$ cat config.mk
export PLATFORM = sky130hd
export DESIGN_NAME = ex_mem_stage
export DESIGN_NICKNAME = d
export VERILOG_FILES = /design/src/rtl/ex_mem_stage.sv
export SDC_FILE = /design/constraint.sdc
export NUM_CORES = 1
export LEC_CHECK = 0
export ABC_AREA = 1
export CORE_MARGIN = 2
export CORE_UTILIZATION = 35
export CTS_CLUSTER_SIZE = 28
export DETAILED_ROUTE_END_ITERATION = 12
export HOLD_SLACK_MARGIN = 0.08
export PLACE_DENSITY = 0.79
export RECOVER_POWER = 25
export SLEW_MARGIN = 20
export SYNTH_ARGS = -nofsm -noshare
export SYNTH_HDL_FRONTEND = slang
export SYNTH_SLANG_ARGS = --single-unit
$ cat constraint.sdc
create_clock -name clk_i -period 1 [get_ports clk_i]
set_input_delay 0.2 -clock clk_i [delete_from_list [all_inputs] [get_ports clk_i]]
set_output_delay 0.2 -clock clk_i [all_outputs]
set_load 0.05 [all_outputs]
$ cat src/rtl/ex_mem_stage.sv
// EX/MEM pipeline register with data-cache request FSM (IDLE/BUSY/DONE).
// Optional BUSY watchdog with sticky error flag: define MEM_TIMEOUT_EN.
module ex_mem_stage #(
  parameter int unsigned DATA_W      = 32,
  parameter int unsigned RADDR_W     = 5,
  parameter int unsigned TIMEOUT_CYC = 255
) (
  input  logic               clk_i,
  input  logic               rst_n_i,
  input  logic               start_i,
  input  logic [DATA_W-1:0]  ALUResult_i,
  input  logic [DATA_W-1:0]  RS2data_i,
  input  logic [RADDR_W-1:0] RDaddr_i,
  input  logic               MemRead_i,
  input  logic               MemWrite_i,
  input  logic               RegWrite_i,
  input  logic               MemtoReg_i,
  output logic [DATA_W-1:0]  ALUResult_o,
  output logic [RADDR_W-1:0] RDaddr_o,
  output logic               RegWrite_o,
  output logic               MemtoReg_o,
  output logic [DATA_W-1:0]  MemData_o,
  output logic               mem_req_o,
  output logic               mem_we_o,
  output logic [DATA_W-1:0]  mem_addr_o,
  output logic [DATA_W-1:0]  mem_wdata_o,
  input  logic               mem_ack_i,
  input  logic [DATA_W-1:0]  mem_rdata_i,
  output logic               cpu_stall_o,
  output logic               mem_err_o
);

  typedef enum logic [1:0] {StIdle, StBusy, StDone} state_e;

  state_e               state_q, state_d;
  logic [DATA_W-1:0]    alu_q, alu_d;
  logic [DATA_W-1:0]    wdata_q, wdata_d;
  logic [RADDR_W-1:0]   rd_q, rd_d;
  logic                 regwrite_q, regwrite_d;
  logic                 memtoreg_q, memtoreg_d;
  logic                 memread_q, memread_d;
  logic                 memwrite_q, memwrite_d;
  logic [DATA_W-1:0]    memdata_q, memdata_d;
  logic                 req_q, req_d;
  logic                 we_q, we_d;
  logic                 err_q, err_d;
  logic                 load_en;

`ifdef MEM_TIMEOUT_EN
  localparam int unsigned CntW = (TIMEOUT_CYC >= 256) ? $clog2(TIMEOUT_CYC + 1) : 8;
  localparam logic [CntW-1:0] CntLast = CntW'(TIMEOUT_CYC - 1);
  logic [CntW-1:0] cnt_q, cnt_d;
`endif

  // Stall comes from a flop, so the register freeze never depends on mem_ack_i combinationally.
  assign load_en = start_i & ~req_q;

  always_comb begin
    state_d    = state_q;
    alu_d      = alu_q;
    wdata_d    = wdata_q;
    rd_d       = rd_q;
    regwrite_d = regwrite_q;
    memtoreg_d = memtoreg_q;
    memread_d  = memread_q;
    memwrite_d = memwrite_q;
    memdata_d  = memdata_q;
    err_d      = err_q;

    if (load_en) begin
      alu_d      = ALUResult_i;
      wdata_d    = RS2data_i;
      rd_d       = RDaddr_i;
      regwrite_d = RegWrite_i;
      memtoreg_d = MemtoReg_i;
      memread_d  = MemRead_i;
      memwrite_d = MemWrite_i;
    end

    unique case (state_q)
      StIdle, StDone: begin
        if (load_en && (MemRead_i || MemWrite_i)) begin
          state_d = StBusy;
        end else begin
          state_d = StIdle;
        end
      end
      StBusy: begin
        if (mem_ack_i) begin
          state_d = StDone;
          // Read+write together is a store, so only a pure load captures data.
          if (memread_q && !memwrite_q) begin
            memdata_d = mem_rdata_i;
          end
`ifdef MEM_TIMEOUT_EN
        end else if (cnt_q == CntLast) begin
          state_d   = StDone;
          memdata_d = '0;
          err_d     = 1'b1;
`endif
        end
      end
      default: state_d = StIdle;
    endcase

    req_d = (state_d == StBusy);
    we_d  = req_d & memwrite_d;
  end

`ifdef MEM_TIMEOUT_EN
  always_comb begin
    cnt_d = '0;
    if (state_q == StBusy) begin
      cnt_d = cnt_q + 1'b1;
    end
  end

  always_ff @(posedge clk_i or negedge rst_n_i) begin
    if (!rst_n_i) begin
      cnt_q <= '0;
    end else begin
      cnt_q <= cnt_d;
    end
  end
`endif

  always_ff @(posedge clk_i or negedge rst_n_i) begin
    if (!rst_n_i) begin
      state_q    <= StIdle;
      alu_q      <= '0;
      wdata_q    <= '0;
      rd_q       <= '0;
      regwrite_q <= 1'b0;
      memtoreg_q <= 1'b0;
      memread_q  <= 1'b0;
      memwrite_q <= 1'b0;
      memdata_q  <= '0;
      req_q      <= 1'b0;
      we_q       <= 1'b0;
      err_q      <= 1'b0;
    end else begin
      state_q    <= state_d;
      alu_q      <= alu_d;
      wdata_q    <= wdata_d;
      rd_q       <= rd_d;
      regwrite_q <= regwrite_d;
      memtoreg_q <= memtoreg_d;
      memread_q  <= memread_d;
      memwrite_q <= memwrite_d;
      memdata_q  <= memdata_d;
      req_q      <= req_d;
      we_q       <= we_d;
      err_q      <= err_d;
    end
  end

  assign ALUResult_o = alu_q;
  assign RDaddr_o    = rd_q;
  assign RegWrite_o  = regwrite_q;
  assign MemtoReg_o  = memtoreg_q;
  assign MemData_o   = memdata_q;
  assign mem_req_o   = req_q;
  assign mem_we_o    = we_q;
  assign mem_addr_o  = alu_q;
  assign mem_wdata_o = wdata_q;
  assign cpu_stall_o = req_q;

`ifdef MEM_TIMEOUT_EN
  assign mem_err_o = err_q;
`else
  assign mem_err_o = 1'b0;
`endif

endmodule

==> out/metrics.cfg, run 1 <==
[outcome]
status = complete, but fails checks
violations = setup timing

[logic_synthesis]
synth_enable_flop_cells = 0
async_flop_share_pct = 100.0
yosysWarnings = 0
yosysTopAreaCellShare_pct = 61.39
synth_cells = 503
synth_seq_cells = 109
syn_nets = 612
synth_common_cells = 285 x nand2_1, 109 x dfrtp_1, 41 x buf_4
yosys.area.top_type = dfrtp_1
ys_seq_area_share_pct = 61.39
synth_area_leaders = dfrtp_1 61%, nand2_1 24%, buf_4 6.9%
yosysMostFrequentCell = nand2_1
dominantRegCellSynth = dfrtp_1
syn_area_per_cell_um2 = 8.833
synth.distinct_cells = 17
synth_area_um2 = 4443

[power]
clkPwrFrac_pct = 11.4
switchingPower_mw = 13.57
intPower_mw = 17.16
powerDensity_nw_per_um2 = 3128
power_frac_comb_pct = 62.8
power_leakage_nw = 4.723
pwr-share-seq_pct = 25.8
switching_share_pct = 44.17
ir_drop_mv = 1.963

[layout]
drive_above_1_share_pct = 46.29
area_growth_pct = 121.1
stdcell_area_um2 = 9824
fillers = 694
diodes = 0
final_cells = 954
nNetsFinal = 886

[critical_path]
reg2reg_depth = 6
r2r_end = mem_we_o
required_ns = 1.26
crit_path_end = mem_we_o
crit_arrival_ns = 1.58
path_class = reg -> reg
cp_slowest_cell = dfrtp_2
cp-startpoint = cpu_stall_o
critPathLaunchType = flip-flop
worstPathMaxFanout = 7
crit_top_cell = buf_12
rr_startpoint = cpu_stall_o
critical-path-max-stage-delay_ns = 0.44
reg2reg_slack_ns = -0.31
crit_path_cell_trace = buf_6, nor2_4, buf_12, buf_12, nand3_4, a21oi_2
crit_path_end_kind = flip-flop

[clock_network]
path_clk_slew_ns = 0.07
worstSkewPairLatency_ns = 0.33
htreeDepth = 3
clockBufferDepth = 2
cts_root_buf = clkbuf_16
numCtsBuffers = 9
cts.sinks = 109
cts_tree = built

[detailed_routing]
via_per_inst = 4.808
first_pass_iters = 5
num_vias = 4587
detail-route-antenna-nets = 0
drcViolationCount = 0
avgRoutedWirePerCell_um = 18.50
routed_wirelength_mm = 17.65
first_iter_violations = 272

[floorplanning]
die_w_um = 116.7
design.die.area_um2 = 13610
boundaryPins = 248
fp-row-count = 41
core_um2 = 12520
die_h_um = 116.7
initial_utilization_pct = 35.50

[grt]
grt_use_total_pct = 23.18
grt_start_max_net_pins = 59
grt_pass1_wl_mm = 24.19
gr-total-overflow = 0
antenna_found_initial = 0
grt_pass1_vias = 4654

[job]
drv_cap = 0

[place]
hpwl_mm = 10.63
placement.io_buffers = 246
gp_congestion = 0.8332
place_area_um2 = 8376
placed_cells = 877

[timing]
max_freq_mhz = 761.7
slew_violations = 0
finalCritPeriodShare_pct = 131.3
fin_crit_ns = 1.313
hold_viol = 0
setup_viol = 246
skew_ns = 0.007395
timing.final.ws_setup_ns = -0.3128
rsz0062_at_grt = true

[min_path]
min_path_type = in -> reg

==> cells in the final DEF (no fill, tap or decap), types with 2 or more instances in the layout <==
cell type,n
o21ai_1,7
clkinvlp_4,2
inv_2,2
buf_16,9
nand2_1,220
nand3_4,2
clkbuf_16,13
clkdlybuf4s50_1,106
buf_4,43
dfrtp_1,73
buf_12,148
o21ai_4,3
nor2_4,2
clkbuf_1,2
buf_6,6
o21ai_2,22
clkinv_4,2
nand2_2,53
inv_1,6
dfrtp_2,36
clkbuf_8,2
nand2_4,12
==> power groups by stage <==
stage | clock [mW] | combinational (mW) | sequential (mW)
floorplan | 0 | 3.83 | 11.7
global placement | 0 | 16.7 | 7.83
detailed placement | 0 | 17.0 | 7.95
CTS | 3.51 | 18.1 | 7.88
global route | 3.70 | 20.0 | 8.07
finish | 3.50 | 19.3 | 7.93
==> metrics by stage <==
step           util, %  worst slack [ns]  setup TNS [ns]  hold slack, ns  total power, mW
2_1_floorplan        -           -0.1285          -8.020        -0.09559            15.56
3_3_place_gp     66.91           -0.4260          -39.07          0.2194            24.57
3_5_place_dp     66.91           -0.4767          -41.90          0.2217            24.97
4_1_cts          74.50           -0.2530          -42.77          0.3865            29.49
5_1_grt          78.49           -0.3067          -51.96          0.3931            31.76
6_report         78.49           -0.3128          -43.21          0.3936            30.73
==> layer usage <==
metal | up-vias | share of wire, % | track usage, %
met2 | 257 | 54 | 43.18
met3 | 53 | 7.8 | 6.902
met4 | 0 | 3.1 | 8.314
li1 | 2053 | - | -
met1 | 2224 | 35 | 24.84
met5 | - | 0 | 0
==> critical path, delay by kind of cell, from the launching register on <==
family / cells / cell delay (ns)
AO/OA/AOI/OAI: 1 / 0.15
buffers and inverters: 3 / 0.42
flip-flops: 1 / 0.44
AND/OR/NAND/NOR: 2 / 0.22
==> cell families (layout without fill, tap and decap cells) <==
family / Yosys count / in the layout / synth area share, %
AO/OA/AOI/OAI: 34 / 34 / 3.830
buffers and inverters: 67 / 346 / 9.434
flip-flops: 109 / 109 / 61.39
AND/OR/NAND/NOR: 292 / 292 / 25.26
other: 1 / 1 / 0.08440
==> how the worst min path moves through the flow <==
| stage | start | end | slack, ns | cells after the start |
|---|---|---|---|---|
| floorplan | rst_n_i | ALUResult_o[0] | -0.1 | 0 |
| global placement | rst_n_i | mem_wdata_o[2] | 0.22 | 2 |
| detailed placement | rst_n_i | mem_wdata_o[2] | 0.22 | 2 |
| CTS | RS2data_i[6] | mem_wdata_o[6] | 0.39 | 3 |
| global route | RS2data_i[25] | mem_wdata_o[25] | 0.39 | 3 |
| finish | ALUResult_i[27] | ALUResult_o[27] | 0.39 | 3 |
==> flip-flops by register name, indices dropped and copies added (netlist names), 2 cells and up <==
| register | flops |
|---|---|
| state_q | 2 |
| MemData_o | 32 |
| ALUResult_o | 32 |
| mem_wdata_o | 32 |
| RDaddr_o | 5 |
==> timing repair <==
item / 4_1_cts / 5_1_grt
hold buffers: 1 / 0
endpoints found under the setup margin: 244 / 246
gates cloned: 10 / 5
pin swaps: 6 / 16
endpoints found under the hold margin: 109 / 0
buffers inserted: 24 / 23
gates resized for setup: 49 / 85
==> layout make-up <==
class                           count  area [um2]  share of cell area [%]
Sequential cell                   109        2773                   28.22
Timing Repair Buffer              321        4836                   49.22
Multi-Input combinational cell    327        1673                   17.03
Tap cell                          172       215.2                   2.191
Clock buffer                       12       256.5                   2.611
Clock inverter                      4       32.53                  0.3311
Inverter                            9       38.79                  0.3948
(Power assumes the default switching activity.)
==> run 2, diff against run 1 <==
--- a/config.mk
+++ b/config.mk
@@ -5,13 +5,14 @@
 export SDC_FILE = /design/constraint.sdc
 export NUM_CORES = 1
 export LEC_CHECK = 0
-export ABC_AREA = 1
+export ABC_AREA = 0
 export CORE_MARGIN = 2
-export CORE_UTILIZATION = 35
+export CORE_UTILIZATION = 40
 export CTS_CLUSTER_SIZE = 28
 export DETAILED_ROUTE_END_ITERATION = 12
+export DONT_BUFFER_PORTS = 1
 export HOLD_SLACK_MARGIN = 0.08
-export PLACE_DENSITY = 0.79
+export PLACE_DENSITY = 0.58
 export RECOVER_POWER = 25
 export SLEW_MARGIN = 20
 export SYNTH_ARGS = -nofsm -noshare
==> run 2 against run 1 <==
- the run ends with hold timing, setup timing left
- largest cell class unchanged
- setup slack got worse by 0.28 ns
- clock power fell by 23%
- critical path type unchanged
- hold slack got worse by 0.89 ns
- sequential cell count did not move
- first-iteration DRC count fell by 24%
- non-clock buffer count fell by 73
- core utilization fell by 0.53 points
- largest power group unchanged
==> out/metrics.cfg, run 2 <==
[logic_synthesis]
dominantRegCellSynth = dfrtp_1
async_flop_share_pct = 100.0
yosysMostFrequentCell = nand2_1
ys_seq_area_share_pct = 62.73
synth_enable_flop_cells = 0
yosys.area.top_type = dfrtp_1
syn_area_per_cell_um2 = 10.18
synth_cells = 427
synth_seq_cells = 109
synth_area_um2 = 4348
synth_area_leaders = dfrtp_1 63%, nand2_1 19%, mux2_2 7.3%
yosysWarnings = 0
synth.distinct_cells = 17
syn_nets = 536
synth_common_cells = 220 x nand2_1, 109 x dfrtp_1, 34 x buf_4
yosysTopAreaCellShare_pct = 62.73

[min_path]
min_path_type = in -> async

[critical_path]
cp.depth = 5
required_ns = 1.27
cp-startpoint = state_q[0]
r2r_end = MemData_o[4]
critical-path-max-stage-delay_ns = 0.41
crit_path_cell_trace = nand2_2, nor4b_4, buf_6, clkbuf_16, mux2_4
critPathLaunchType = flip-flop
reg2reg_depth = 5
path_class = reg -> reg
crit_path_end = MemData_o[4]
cp_top_family = flip-flops
critPathBufInv = 2
cp_slowest_cell = dfrtp_1
crit_arrival_ns = 1.86
reg2reg_slack_ns = -0.59
crit_path_end_kind = flip-flop
rr_startpoint = state_q[0]
worstPathMaxFanout = 8

[clock_network]
cts_tree = built
clockBufferDepth = 2
cts_root_buf = clkbuf_8
htreeDepth = 3
hold_buffers = 105
cts.sinks = 109
path_clk_slew_ns = 0.10
worstSkewPairLatency_ns = 0.38
numCtsBuffers = 9

[timing]
rsz0062_at_grt = true
slew_violations = 0
max_freq_mhz = 628.7
finalCritPeriodShare_pct = 159.1
hold-worst-slack_ns = -0.4977
setup_viol = 245
skew_ns = 0.01080
timing.final.ws_setup_ns = -0.5905
hold_viol = 109
fin_crit_ns = 1.591

[floorplanning]
boundaryPins = 248
core_um2 = 10750
initial_utilization_pct = 40.46
die_h_um = 108.3
fp-row-count = 38
die_w_um = 108.3
design.die.area_um2 = 11720

[layout]
diodes = 0
nNetsFinal = 742
final_common_cell = dlygate4sd3_1
final_cells = 778
multi_input_area_um2 = 1963
layout_common_cells = 105 x dlygate4sd3_1, 96 x nand2_2, 83 x nand2_1
seq_area_um2 = 2830
drive_above_1_share_pct = 59.40
fillers = 587
area_growth_pct = 92.66

[detailed_routing]
via_per_inst = 4.969
num_vias = 3866
avgRoutedWirePerCell_um = 21.29
first_iter_violations = 206
first_pass_iters = 4
drcViolationCount = 0
routed_wirelength_mm = 16.56
detail-route-antenna-nets = 0

[place]
placement.io_buffers = 0
placed_cells = 598
gp_congestion = 0.7082
hpwl_mm = 7.205

[power]
powerDensity_nw_per_um2 = 3229
power_leakage_nw = 4.030
ir_drop_mv = 2.032
total_power_mw = 27.05

[outcome]
status = complete, but fails checks
violations = hold timing, setup timing

[job]
drv_cap = 0

[grt]
grt_start_max_net_pins = 110
antenna_found_initial = 0
gr-total-overflow = 0
grt_pass1_vias = 3978
grt_pass1_wl_mm = 20.70
grt_use_total_pct = 23.90

-- run 2: stage by stage --
step | TNS, ns | hold WS (ns) | area, um2 | setup slack (ns) | utilization, %
finish | -57.54 | -0.4977 | 8377 | -0.5905 | 77.96
global route | -66.13 | -0.5173 | 8377 | -0.6264 | 77.96
CTS | -56.16 | -0.5120 | 7736 | -0.4853 | 72.00
detailed placement | -20.29 | -0.09392 | 5399 | -0.4662 | 50.24
global placement | -18.43 | -0.09339 | 5399 | -0.4267 | 50.24
floorplan | -28.53 | -0.09559 | 4548 | -0.4684 | -
-- run 2: kinds of logic (layout without fill, tap and decap cells) --
| family | count (synthesis) | in the layout | share of synthesized area (%) |
|---|---|---|---|
| DFF | 109 | 109 | 62.73 |
| and+or+nand+nor | 228 | 228 | 20.40 |
| buffers and inverters | 53 | 264 | 8.029 |
| muxes | 32 | 32 | 8.288 |
| AOI/OAI and AO/OA | 4 | 4 | 0.4602 |
| other | 1 | 1 | 0.08625 |
-- run 2: how the worst min path moves through the flow --
stage | from | to | slack [ns] | cells after the start
after floorplan | rst_n_i | ALUResult_o[0] | -0.1 | 0
after global placement | rst_n_i | MemData_o[4] | -0.09 | 0
after detailed placement | rst_n_i | MemData_o[1] | -0.09 | 0
after CTS | rst_n_i | mem_wdata_o[17] | -0.51 | 0
after global routing | rst_n_i | MemData_o[7] | -0.52 | 0
final | rst_n_i | MemData_o[7] | -0.50 | 0
-- run 2: where the power goes --
| part | switching [mW] | leakage, nW | internal [mW] |
|---|---|---|---|
| clock | 1.48 | 0.0899 | 1.23 |
| combinational | 8.01 | 2.66 | 6.46 |
| sequential | 3.70 | 1.28 | 6.18 |
| total | 13.2 | 4.03 | 13.9 |
-- run 2: per-layer routing --
layer	routed length, um	GRT usage (%)	share of wire [%]	up-vias
li1	-	-	-	1700
met1	5537	24.58	33	1931
met2	9483	47.84	57	189
met3	997	4.159	6.0	46
met4	544	8.425	3.3	0
met5	0	0	0	-
-- run 2: timing repair --
| action | CTS | global route |
|---|---|---|
| setup buffers | 22 | 30 |
| hold endpoints to repair | 218 | 113 |
| cloned | 13 | 7 |
| pin swaps | 71 | 71 |
| setup endpoints to repair | 246 | 246 |
| gates resized for setup | 170 | 161 |
-- run 2: final cells by class --
cell class	count	area share, %
Sequential cell	109	33.79
Clock buffer	13	1.777
Timing Repair Buffer	248	38.37
Tap cell	140	2.091
Multi-Input combinational cell	265	23.44
Clock inverter	3	0.5377
==> run 3, diff against run 2 <==
--- a/config.mk
+++ b/config.mk
@@ -12,7 +12,7 @@
 export DETAILED_ROUTE_END_ITERATION = 12
 export DONT_BUFFER_PORTS = 1
 export HOLD_SLACK_MARGIN = 0.08
-export PLACE_DENSITY = 0.58
+export PLACE_DENSITY = 0.56
 export RECOVER_POWER = 25
 export SLEW_MARGIN = 20
 export SYNTH_ARGS = -nofsm -noshare
==> constraint.sdc (replaced) <==
create_clock -name clk_i -period 1.5 [get_ports clk_i]
set_input_delay 0.3 -clock clk_i [delete_from_list [all_inputs] [get_ports clk_i]]
set_output_delay 0.3 -clock clk_i [all_outputs]
set_load 0.05 [all_outputs]
==> run 3 against run 2 <==
- critical path type unchanged
- global-route usage shrank 6.1 points
- setup slack improved by 0.53 ns
- via count decreased by 17%
- sequential power down 25%
- sequential cell count is the same
- the flow still finishes with violations (hold timing, setup timing)
- hold slack better by 0.095 ns
- die area unchanged
- fmax grew 1.9%
==> out/metrics.cfg, run 3 (synthesis results as in run 2) <==
[timing]
fin_crit_ns = 1.561
finalCritPeriodShare_pct = 104.1
setup_tns_ns = -1.283
hold_viol = 109
skew_ns = 0.01053
hold-worst-slack_ns = -0.4026
slew_headroom_pct = 65.78
rsz0062_at_grt = true
timing.final.ws_setup_ns = -0.06100
slew_violations = 0
setup_viol = 32
max_freq_mhz = 640.6
max_slew.worst_pin.slew_ns = 0.5133

[critical_path]
crit_path_end_kind = flip-flop
critPathLaunchType = flip-flop
crit_arrival_ns = 1.83
worstPathMaxFanout = 8
required_ns = 1.77
path_class = reg -> reg

[layout]
drive_above_1_share_pct = 18.27
stdcell_area_um2 = 5996
fin_util_pct = 55.80
layout_common_cells = 220 x nand2_1, 108 x dfrtp_1, 106 x dlygate4sd3_1
nNetsFinal = 646
diodes = 0
area_growth_pct = 37.90
final_common_cell = nand2_1

[outcome]
status = complete, but fails checks
violations = hold timing, setup timing

[clock_network]
path_clk_slew_ns = 0.11
clockBufferDepth = 2
htreeDepth = 3
cts.sinks = 109
cts_tree = built
worstSkewPairLatency_ns = 0.37
numCtsBuffers = 9
cts_root_buf = clkbuf_8

[place]
place_ws_ns = 0.01483
gp_congestion = 0.7055
placement.io_buffers = 0
place_area_um2 = 4523
hpwl_mm = 6.248

[grt]
grt_use_total_pct = 17.80
grt_pass1_vias = 3211
grt_start_max_net_pins = 110
gr-total-overflow = 0
antenna_found_initial = 0
grt_pass1_wl_mm = 15.81

[floorplanning]
fp-row-count = 38
design.die.area_um2 = 11720
boundaryPins = 248
initial_utilization_pct = 40.46
core_um2 = 10750
die_h_um = 108.3
die_w_um = 108.3

[min_path]
min_path_type = in -> async

[job]
drv_cap = 0

[power]
total_power_mw = 13.76
ir_drop_mv = 1.254
power_leakage_nw = 3.022
powerDensity_nw_per_um2 = 2295

[detailed_routing]
first_iter_violations = 184
avgRoutedWirePerCell_um = 16.39
routed_wirelength_mm = 11.18
drcViolationCount = 0
via_per_inst = 4.691
detail-route-antenna-nets = 0
num_vias = 3199
first_pass_iters = 4

[run 3: metrics by stage]
stage,std cells,hold WS [ns]
finish,682,-0.4026
global route,682,-0.4456
CTS,675,-0.4217
detailed placement,554,0.006261
global placement,554,0.006552
floorplan,427,0.004409
[run 3: layer usage]
metal  wire [um]  GRT usage (%)
met5           0              0
met1        4478          20.96
met2        5612          30.05
met3         925          6.028
met4         158          6.960
[run 3: area by class of cell]
| class | instances | area (um2) |
|---|---|---|
| tap | 140 | 175.2 |
| clock buffer | 9 | 123.9 |
| fill | 849 | 4750 |
| sequential | 109 | 2729 |
| multi-input combinational | 265 | 1401 |
| clock inverter | 7 | 80.08 |
| timing repair buffer | 152 | 1486 |
[run 3: worst paths after layout]
| path | start | end | slack (ns) | cells past startpoint |
|---|---|---|---|---|
| setup / recovery | state_q[0] | MemData_o[17] | -0.06 | 5 |
| hold / removal | rst_n_i | ALUResult_o[9] | -0.40 | 0 |
| setup reg to reg | state_q[0] | MemData_o[17] | -0.06 | 5 |
| hold reg to reg | ALUResult_o[2] | ALUResult_o[2] | 0.49 | 2 |
| max in group asynchronous | rst_n_i | ALUResult_o[29] | 1.76 | 0 |
| min in group clk_i | mem_ack_i | cpu_stall_o | 0.13 | 3 |
[run 3: timing repair]
action | in CTS | in global routing
endpoints found under the hold margin | 216 | 110
hold buffers | 105 | 1
cloned | 0 | 3
setup endpoints to repair | 1 | 32
pin swaps | 0 | 2
resized for setup | 0 | 33
buffers inserted | 0 | 3
[run 3: critical path, stage by stage, from the launching register on]
cell,delay [ns]
dfrtp_1,0.39
nand2_2,0.10
nor4b_4,0.30
buf_4,0.19
clkbuf_16,0.17
mux2_4,0.30
[run 3: power by group]
| group | switching (mW) | internal, mW | total, mW |
|---|---|---|---|
| combinational | 3.03 | 1.52 | 4.55 |
| clock | 1.04 | 0.796 | 1.83 |
| sequential | 3.45 | 3.93 | 7.38 |
